### src/rtl/cpu6_bus_unit_pkg.sv
// ---------------------------------------------------------------------------
// cpu6_bus_pkg : shared constants and FSM state type for the CPU6 bus unit
// Rev 1.0
// ---------------------------------------------------------------------------
`default_nettype none

package cpu6_bus_pkg;

  localparam int PAGE_BITS  = 11;
  localparam int FRAME_BITS = 8;
  localparam int CTX_BITS   = 3;
  localparam int PHYS_WIDTH = FRAME_BITS + PAGE_BITS;
  localparam int IDX_BITS   = 16 - PAGE_BITS;
  localparam int MAP_ABITS  = CTX_BITS + IDX_BITS;

  localparam logic [7:0] FAULT_DATA = 8'hFF;

  typedef enum logic [1:0] {
    ST_IDLE   = 2'd0,
    ST_XLATE  = 2'd1,
    ST_ACCESS = 2'd2,
    ST_DONE   = 2'd3
  } state_t;

endpackage

`default_nettype wire

### src/rtl/cpu6_bus_unit_if.sv
// ---------------------------------------------------------------------------
// cpu6_bus_unit_if : CPU-side, map-programming and fabric-side bus signals
// Rev 1.0
// ---------------------------------------------------------------------------
`default_nettype none

interface cpu6_bus_unit_if;
  import cpu6_bus_pkg::*;

  logic [15:0]           cpu_addr;
  logic [7:0]            cpu_wdata;
  logic                  cpu_rd;
  logic                  cpu_wr;
  logic [7:0]            cpu_rdata;
  logic                  cpu_wait;
  logic                  cpu_fault;
  logic                  fault_clr;
  logic                  ctx_we;
  logic                  pt_we;
  logic [IDX_BITS-1:0]   pt_index;
  logic [7:0]            pt_data;
  logic [PHYS_WIDTH-1:0] mem_addr;
  logic [7:0]            mem_wdata;
  logic                  mem_we;
  logic                  mem_req;
  logic                  mem_ack;
  logic [7:0]            mem_rdata;

  modport master (
    input  cpu_addr, cpu_wdata, cpu_rd, cpu_wr, fault_clr,
    input  ctx_we, pt_we, pt_index, pt_data, mem_ack, mem_rdata,
    output cpu_rdata, cpu_wait, cpu_fault,
    output mem_addr, mem_wdata, mem_we, mem_req
  );

  modport slave (
    output cpu_addr, cpu_wdata, cpu_rd, cpu_wr, fault_clr,
    output ctx_we, pt_we, pt_index, pt_data, mem_ack, mem_rdata,
    input  cpu_rdata, cpu_wait, cpu_fault,
    input  mem_addr, mem_wdata, mem_we, mem_req
  );

endinterface

`default_nettype wire

### src/rtl/cpu6_bus_unit_page_map.sv
// ---------------------------------------------------------------------------
// cpu6_page_map : 256x8 single-port map RAM, sync read, deferred writes
// Rev 1.0
// ---------------------------------------------------------------------------
`default_nettype none

module cpu6_page_map
  import cpu6_bus_pkg::*;
(
  input  wire logic                 clock,
  input  wire logic                 reset_,
  input  wire logic                 i_rd_en,
  input  wire logic [MAP_ABITS-1:0] i_rd_addr,
  output logic      [7:0]           o_rd_data,
  input  wire logic                 i_wr_en,
  input  wire logic [MAP_ABITS-1:0] i_wr_addr,
  input  wire logic [7:0]           i_wr_data
);

  logic [7:0]           r_mem [0:(1<<MAP_ABITS)-1];
  logic [7:0]           r_q;
  logic                 r_pend_v;
  logic [MAP_ABITS-1:0] r_pend_addr;
  logic [7:0]           r_pend_data;

  logic                 w_do_wr;
  logic [MAP_ABITS-1:0] w_wa;
  logic [7:0]           w_wd;
  logic                 w_pend_v_nx;
  logic [MAP_ABITS-1:0] w_pend_addr_nx;
  logic [7:0]           w_pend_data_nx;

  // The lookup read owns the port; a colliding write waits in a one-entry
  // buffer and drains on the next read-free cycle.
  always_comb begin
    w_do_wr        = 1'b0;
    w_wa           = r_pend_addr;
    w_wd           = r_pend_data;
    w_pend_v_nx    = r_pend_v;
    w_pend_addr_nx = r_pend_addr;
    w_pend_data_nx = r_pend_data;
    if (i_rd_en) begin
      if (i_wr_en && (!r_pend_v || (i_wr_addr == r_pend_addr))) begin
        w_pend_v_nx    = 1'b1;
        w_pend_addr_nx = i_wr_addr;
        w_pend_data_nx = i_wr_data;
      end
    end else if (r_pend_v) begin
      w_do_wr        = 1'b1;
      w_pend_v_nx    = i_wr_en;
      w_pend_addr_nx = i_wr_addr;
      w_pend_data_nx = i_wr_data;
    end else if (i_wr_en) begin
      w_do_wr = 1'b1;
      w_wa    = i_wr_addr;
      w_wd    = i_wr_data;
    end
  end

  always_ff @(posedge clock or negedge reset_) begin
    if (!reset_) begin
      r_pend_v    <= 1'b0;
      r_pend_addr <= '0;
      r_pend_data <= '0;
    end else begin
      r_pend_v    <= w_pend_v_nx;
      r_pend_addr <= w_pend_addr_nx;
      r_pend_data <= w_pend_data_nx;
    end
  end

  always_ff @(posedge clock) begin
    if (i_rd_en) begin
      r_q <= r_mem[i_rd_addr];
    end else if (w_do_wr) begin
      r_mem[w_wa] <= w_wd;
    end
  end

  assign o_rd_data = r_q;

endmodule

`default_nettype wire

### src/rtl/cpu6_bus_unit.sv
// ---------------------------------------------------------------------------
// cpu6_bus_unit : paged address translation and req/ack bus sequencer
// Rev 1.0
// ---------------------------------------------------------------------------
`default_nettype none

module cpu6_bus_unit
  import cpu6_bus_pkg::*;
#(
  parameter int TIMEOUT = 255
) (
  input  wire logic       clock,
  input  wire logic       reset_,
  cpu6_bus_unit_if.master bus
);

  localparam logic [7:0] c_TIMER_LAST = 8'(TIMEOUT - 1);

  state_t                r_state;
  logic [CTX_BITS-1:0]   r_ctx;
  logic [PAGE_BITS-1:0]  r_offset;
  logic                  r_wflag;
  logic [7:0]            r_timer;
  logic [PHYS_WIDTH-1:0] r_mem_addr;
  logic [7:0]            r_mem_wdata;
  logic                  r_mem_we;
  logic                  r_mem_req;
  logic [7:0]            r_rdata;
  logic                  r_fault;

  logic                  w_strobe;
  logic                  w_start;
  logic                  w_timeout;
  logic [FRAME_BITS-1:0] w_map_q;

  assign w_strobe  = bus.cpu_rd | bus.cpu_wr;
  assign w_start   = (r_state == ST_IDLE) && w_strobe;
  assign w_timeout = (r_state == ST_ACCESS) && !bus.mem_ack && (r_timer == c_TIMER_LAST);

  cpu6_page_map u_page_map (
    .clock     (clock),
    .reset_    (reset_),
    .i_rd_en   (w_start),
    .i_rd_addr ({r_ctx, bus.cpu_addr[15:PAGE_BITS]}),
    .o_rd_data (w_map_q),
    .i_wr_en   (bus.pt_we),
    .i_wr_addr ({r_ctx, bus.pt_index}),
    .i_wr_data (bus.pt_data)
  );

  always_ff @(posedge clock or negedge reset_) begin
    if (!reset_) begin
      r_state     <= ST_IDLE;
      r_ctx       <= '0;
      r_offset    <= '0;
      r_wflag     <= 1'b0;
      r_timer     <= '0;
      r_mem_addr  <= '0;
      r_mem_wdata <= '0;
      r_mem_we    <= 1'b0;
      r_mem_req   <= 1'b0;
      r_rdata     <= '0;
      r_fault     <= 1'b0;
    end else begin
      if (bus.ctx_we) begin
        r_ctx <= bus.pt_data[CTX_BITS-1:0];
      end
      // Clear beats a same-cycle timeout set.
      if (bus.fault_clr) begin
        r_fault <= 1'b0;
      end else if (w_timeout) begin
        r_fault <= 1'b1;
      end
      case (r_state)
        ST_IDLE: begin
          if (w_strobe) begin
            r_offset <= bus.cpu_addr[PAGE_BITS-1:0];
            r_wflag  <= bus.cpu_wr;
            if (bus.cpu_wr) begin
              r_mem_wdata <= bus.cpu_wdata;
            end
            r_state <= ST_XLATE;
          end
        end
        ST_XLATE: begin
          r_mem_addr <= {w_map_q, r_offset};
          r_mem_req  <= 1'b1;
          r_mem_we   <= r_wflag;
          r_timer    <= '0;
          r_state    <= ST_ACCESS;
        end
        ST_ACCESS: begin
          if (bus.mem_ack) begin
            r_mem_req <= 1'b0;
            r_rdata   <= r_wflag ? 8'h00 : bus.mem_rdata;
            r_state   <= ST_DONE;
          end else if (r_timer == c_TIMER_LAST) begin
            r_mem_req <= 1'b0;
            r_rdata   <= FAULT_DATA;
            r_state   <= ST_DONE;
          end else if (r_timer != 8'hFF) begin
            r_timer <= r_timer + 8'd1;
          end
        end
        ST_DONE: begin
          r_state <= ST_IDLE;
        end
        default: begin
          r_state <= ST_IDLE;
        end
      endcase
    end
  end

  assign bus.cpu_wait  = w_start || (r_state == ST_XLATE) || (r_state == ST_ACCESS);
  assign bus.cpu_rdata = r_rdata;
  assign bus.cpu_fault = r_fault;
  assign bus.mem_addr  = r_mem_addr;
  assign bus.mem_wdata = r_mem_wdata;
  assign bus.mem_we    = r_mem_we;
  assign bus.mem_req   = r_mem_req;

endmodule

`default_nettype wire
### src/flat_wrapper.sv
// flat-port wrapper written by rule: the top's interface ports become plain ports
module cpu6_bus_unit_flat import cpu6_bus_pkg::*;
#(
  parameter int TIMEOUT = 255
)
  (clock, reset_, bus_cpu_addr, bus_cpu_wdata, bus_cpu_rd, bus_cpu_wr, bus_fault_clr, bus_ctx_we, bus_pt_we, bus_pt_index, bus_pt_data, bus_mem_ack, bus_mem_rdata, bus_cpu_rdata, bus_cpu_wait, bus_cpu_fault, bus_mem_addr, bus_mem_wdata, bus_mem_we, bus_mem_req);
  cpu6_bus_unit_if bus_i ();
  input  wire logic clock;
  input  wire logic reset_;
  input wire logic [$bits(bus_i.cpu_addr)-1:0] bus_cpu_addr;
  input wire logic [$bits(bus_i.cpu_wdata)-1:0] bus_cpu_wdata;
  input wire logic [$bits(bus_i.cpu_rd)-1:0] bus_cpu_rd;
  input wire logic [$bits(bus_i.cpu_wr)-1:0] bus_cpu_wr;
  input wire logic [$bits(bus_i.fault_clr)-1:0] bus_fault_clr;
  input wire logic [$bits(bus_i.ctx_we)-1:0] bus_ctx_we;
  input wire logic [$bits(bus_i.pt_we)-1:0] bus_pt_we;
  input wire logic [$bits(bus_i.pt_index)-1:0] bus_pt_index;
  input wire logic [$bits(bus_i.pt_data)-1:0] bus_pt_data;
  input wire logic [$bits(bus_i.mem_ack)-1:0] bus_mem_ack;
  input wire logic [$bits(bus_i.mem_rdata)-1:0] bus_mem_rdata;
  output wire logic [$bits(bus_i.cpu_rdata)-1:0] bus_cpu_rdata;
  output wire logic [$bits(bus_i.cpu_wait)-1:0] bus_cpu_wait;
  output wire logic [$bits(bus_i.cpu_fault)-1:0] bus_cpu_fault;
  output wire logic [$bits(bus_i.mem_addr)-1:0] bus_mem_addr;
  output wire logic [$bits(bus_i.mem_wdata)-1:0] bus_mem_wdata;
  output wire logic [$bits(bus_i.mem_we)-1:0] bus_mem_we;
  output wire logic [$bits(bus_i.mem_req)-1:0] bus_mem_req;
  assign bus_i.cpu_addr = bus_cpu_addr;
  assign bus_i.cpu_wdata = bus_cpu_wdata;
  assign bus_i.cpu_rd = bus_cpu_rd;
  assign bus_i.cpu_wr = bus_cpu_wr;
  assign bus_i.fault_clr = bus_fault_clr;
  assign bus_i.ctx_we = bus_ctx_we;
  assign bus_i.pt_we = bus_pt_we;
  assign bus_i.pt_index = bus_pt_index;
  assign bus_i.pt_data = bus_pt_data;
  assign bus_i.mem_ack = bus_mem_ack;
  assign bus_i.mem_rdata = bus_mem_rdata;
  assign bus_cpu_rdata = bus_i.cpu_rdata;
  assign bus_cpu_wait = bus_i.cpu_wait;
  assign bus_cpu_fault = bus_i.cpu_fault;
  assign bus_mem_addr = bus_i.mem_addr;
  assign bus_mem_wdata = bus_i.mem_wdata;
  assign bus_mem_we = bus_i.mem_we;
  assign bus_mem_req = bus_i.mem_req;
  cpu6_bus_unit #(.TIMEOUT(TIMEOUT)) u_core (.clock(clock), .reset_(reset_), .bus(bus_i));
endmodule
### config.mk
export PLATFORM = sky130hd
export DESIGN_NAME = cpu6_bus_unit_flat
export DESIGN_NICKNAME = d
export VERILOG_FILES = /design/src/rtl/cpu6_bus_unit_pkg.sv /design/src/rtl/cpu6_bus_unit_if.sv /design/src/rtl/cpu6_bus_unit_page_map.sv /design/src/rtl/cpu6_bus_unit.sv /design/src/flat_wrapper.sv
export SDC_FILE = /design/constraint.sdc
export NUM_CORES = 2
export LEC_CHECK = 0
export ABC_CLOCK_PERIOD_IN_PS = 5550
export BUFFER_PORTS_ARGS = -buffer_cell sky130_fd_sc_hd__buf_2
export CAP_MARGIN = 25
export CORE_ASPECT_RATIO = 1.1
export CORE_UTILIZATION = 57
export DETAILED_ROUTE_END_ITERATION = 10
export PLACE_DENSITY = 0.73
export SKIP_LAST_GASP = 1
export SLEW_MARGIN = 20
export SYNTH_ARGS = -nofsm -noshare
export SYNTH_HDL_FRONTEND = slang
export SYNTH_SLANG_ARGS = --single-unit
### constraint.sdc
create_clock -name clock -period 5.55 [get_ports clock]
set_input_delay 0.2775 -clock clock [delete_from_list [all_inputs] [get_ports clock]]
set_output_delay 0.2775 -clock clock [all_outputs]
set_load 0.02 [all_outputs]
==> out/summary.md <==
The startpoint class of the critical path is a flip-flop. The flow ran to the end, and the final reports show no timing, DRC or antenna violations. The combined area of the multi-input logic cells came out at 0.0180 sq mm. Type of destination of the critical path: a flip-flop.

The total overflow left after global routing is 0. The number of global-route vias before repair came out at 42170. Leading cell type by number of instances after synthesis: edfxtp_1. Once detail routing completed, the nets flagged for antenna violations numbered 0. The first routing iteration left 5588 violations.

The switching power of the nets was 11.4 mW. The wire length reported by the detailed router came out at 201000 um. Row generation in the floorplan step produced 146 rows. Library cell used as clock root buffer: clkbuf_16. The async set or reset register ratio after synthesis was 3.75%; the part of the power in the clock network was 32.2%. The number of clock sinks was 2136. The die is 403 um tall. The tools report the fmax as 189 MHz. Counting instances in the post-synthesis netlist gives the leading cell types as edfxtp_1, mux4_2, nor2_1. After routing, the total negative slack on setup checks comes to 0 ns. The overall die area was 0.148 sq mm.

The first detailed-routing pass took 6 iterations. The finished layout holds 6376 standard cells, fillers aside. The portion of total power attributed to sequential cells came out at 51.1%. Final critical path time including I/O delays and setup: 5.28 ns. The startpoint of the worst register-to-register path was u_core.r_state[1]$_DFFE_PN0P_. In this run the number of H-tree levels came out at 4. At the pin with the least slew margin, the transition time is 1.15 ns. The number of cell instances on the worst register-to-register path works out to 10. The final critical path takes up 95.2% of the cycle. The ratio of routed vias to standard cells was 6.61; the global-route wire length before repair was 290000 um.

Routability-driven placement finished with a final weighted congestion of 0.888. The clock slew at the register clock pins of the worst setup and hold paths was 0.07 ns. The path class of the tightest hold or removal check is input port to asynchronous set/reset pin. Setup repair after global routing left no endpoint under its margin.

In this run the count of I/O pins placed on the die edge is 92. The post-layout utilization of the core came out at 64.4%. The number of buffers between clock root and the deepest sink is 3. The tools report the count of maximum capacitance violations as 0.

In the synthesized netlist the dominant register cell turns out to be edfxtp_1. The areal power density over the cells is 447 mW/mm^2, and the area overhead of the layout relative to synthesis is 11.6%. The number of hold violations in the final report is 0, and the net count after synthesis is 4113. TritonCTS built the clock tree. The share of the synthesized area in the top cell type works out to 74.1%.

The final-stage net count is 4345, and the core footprint is 0.144 sq mm. Of the cells placed in the final design, the portion with a size suffix greater than 1 is 23.6%. The half-perimeter wire length after placement was 121000 um.

Of the total power, the share spent switching nets is 27.5%. The tools report the relative max-transition margin as 22.8%. The overall via count from detail_route is 42132, and the count of pins over their slew limit is 0.

Global routing used 27.3% of the available tracks across all layers. edfxtp_1 takes more of the synthesized area than any other cell. For the number of design rule violations left after detail routing, the log shows 0. The worst path arrival time came out at 5.73 ns. The average size of a mapped cell is 20.5 sq um, and the register area is 0.0637 sq mm.

The kind of critical path was flip-flop to flip-flop. The total standard cell area after synthesis is 0.0833 sq mm. After synthesis, flip-flops and latches occupy 76.5% of the total area. The largest net degree at the start of global routing was 177; the number of antenna violations at the first check in global routing was 3. In this run the tool buffered the top-level ports with 91 buffer cells.

The number of synthesized flops with an enable pin came out at 2056. The gate count of the mapped netlist came out at 4055. The worst-case register-to-register setup slack came out at 0.27 ns.

The fill cell total of the finished layout is 9282. The tools report the terminus of the critical flop-to-flop path as u_core.u_page_map.r_mem[155][2]$_DFFE_PP_. The worst-case IR drop observed on VDD is 488 uV. The average wire length per cell after detail routing works out to 31.5 um.

The internal power of the cells came out at 30.2 mW. Final setup skew: 0.0356 ns. After synthesis, the cell types taking the most area are edfxtp_1, mux4_2, dfrtp_1. Counting tap cells, the placed design contains a total of 5955 instances.

The run gives 0.85 ns as the clock insertion delay at the later pin of the skew report. The number of failing setup endpoints in the final timing report was 0; the critical path data required time was 6.00 ns. From left edge to right edge, the die measures 367 um. The initial utilization of the core area, before any placement, comes to 57.7%.

The post-synthesis cell type count was 68. In this run the worst path has a maximum fanout of 20. Counting the buffers created by CTS gives 193. The number of register bits inferred by synthesis came out at 2136. For this run, the number of Yosys warnings is 0.

The analysis attributes to cell leakage a power of 29.5 nW. The combinational cell fraction of total power came out at 16.7%.
[how the worst max path moves through the flow]
stage                                                      to  slack (ns)                     startpoint  cells past startpoint
detailed placement  u_core.u_page_map.r_mem[155][6]$_DFFE_PP_        1.04  u_core.r_state[0]$_DFFE_PN0P_                      9
finish              u_core.u_page_map.r_mem[155][2]$_DFFE_PP_        0.27  u_core.r_state[1]$_DFFE_PN0P_                     10
CTS                 u_core.u_page_map.r_mem[149][6]$_DFFE_PP_        0.48  u_core.r_state[1]$_DFFE_PN0P_                     10
global placement    u_core.u_page_map.r_mem[208][0]$_DFFE_PP_        0.96  u_core.r_state[0]$_DFFE_PN0P_                      9
global route        u_core.u_page_map.r_mem[149][0]$_DFFE_PP_        0.15  u_core.r_state[1]$_DFFE_PN0P_                     10
floorplan             u_core.u_page_map.r_mem[0][0]$_DFFE_PP_        0.23  u_core.r_state[0]$_DFFE_PN0P_                      9
[metrics by stage]
stage / area (sq um) / worst slack, ns / total power [mW] / hold WS [ns]
floorplan: 83300 / 0.233 / 25.8 / -0.0181
global placement: 86000 / 0.965 / 28.1 / 0.446
detailed placement: 86000 / 1.04 / 28.4 / 0.437
CTS: 93000 / 0.477 / 41.6 / 0.164
global route: 93000 / 0.153 / 42.6 / 0.142
finish: 93000 / 0.268 / 41.6 / 0.0886
[registers in the layout (all words and copies together), names as in the netlist]
name,cells
u_core.bus.cpu_fault,1
u_core.r_wflag,1
u_core.u_page_map.r_mem,2048
u_core.u_page_map.o_rd_data,8
u_core.bus.mem_wdata,8
u_core.r_timer,8
u_core.r_offset,11
u_core.bus.mem_we,1
u_core.bus.mem_addr,19
u_core.u_page_map.r_pend_data,8
u_core.u_page_map.r_pend_v,1
u_core.bus.cpu_rdata,8
u_core.r_state,2
u_core.bus.mem_req,1
u_core.u_page_map.r_pend_addr,8
u_core.r_ctx,3
[timing repair]
action                    4_1_cts  5_1_grt
setup buffers                   0        0
hold endpoints to repair      130        0
resized for setup               0        0
hold buffers                   60        0
[cell families after synthesis]
group | share of synthesized area, %
adders and majority gates | 0.0751
AOI/OAI and AO/OA | 3.95
buffers and inverters | 1.98
and+or+nand+nor | 2.96
DFF | 76.5
muxes | 14.4
xor gates and xnor gates | 0.137
[per-layer routing]
metal  vias to the layer above  part of all wire [%]  global-route usage (%)
met1                     22074                    38                    37.1
met3                       411                   9.2                    5.19
met2                      2378                    49                    44.0
met5                         -                0.0040                       0
met4                         2                   4.3                    11.4
li1                      17267                     -                       -
[placed cells by master (no fill, tap or decap), types with 88 or more instances in the layout]
cell type	netlist	routed
mux2i_1	104	104
edfxtp_1	2056	2056
mux4_2	445	445
a22oi_1	172	172
clkbuf_16	0	198
buf_2	73	88
buf_4	26	102
nor2_1	282	280
nand2_1	108	100
a21oi_1	102	102
[layout make-up]
| cell class | count | area share, % |
|---|---|---|
| sequential | 2136 | 68.5 |
| multi-input combinational | 1660 | 19.4 |
| clock buffer | 238 | 5.51 |
| timing repair buffer | 282 | 2.60 |
| tap | 1924 | 2.59 |
| clock inverter | 121 | 1.30 |
| inverter | 14 | 0.0565 |
| antenna | 1 | 0.00269 |
[worst max-delay path: stages, from the launching register on]
cell and delay, ns:
dfrtp_1 0.39, inv_1 0.11, ha_1 0.22, o21ai_1 0.09
dlygate4sd3_1 0.57, buf_4 0.22, and3_1 0.31, buf_4 0.25
o21ai_0 0.90, nand3_1 0.87, nor2_1 0.96
[power groups by stage]
stage               Combinational (mW)  Clock, mW  Sequential, mW
global route                      7.31       14.0            21.3
finish                            6.96       13.4            21.3
detailed placement                6.80          0            21.6
CTS                               6.90       13.5            21.2
global placement                  6.59          0            21.5
floorplan                         3.26          0            22.6
No activity file was read; power rests on OpenSTA's default activity.
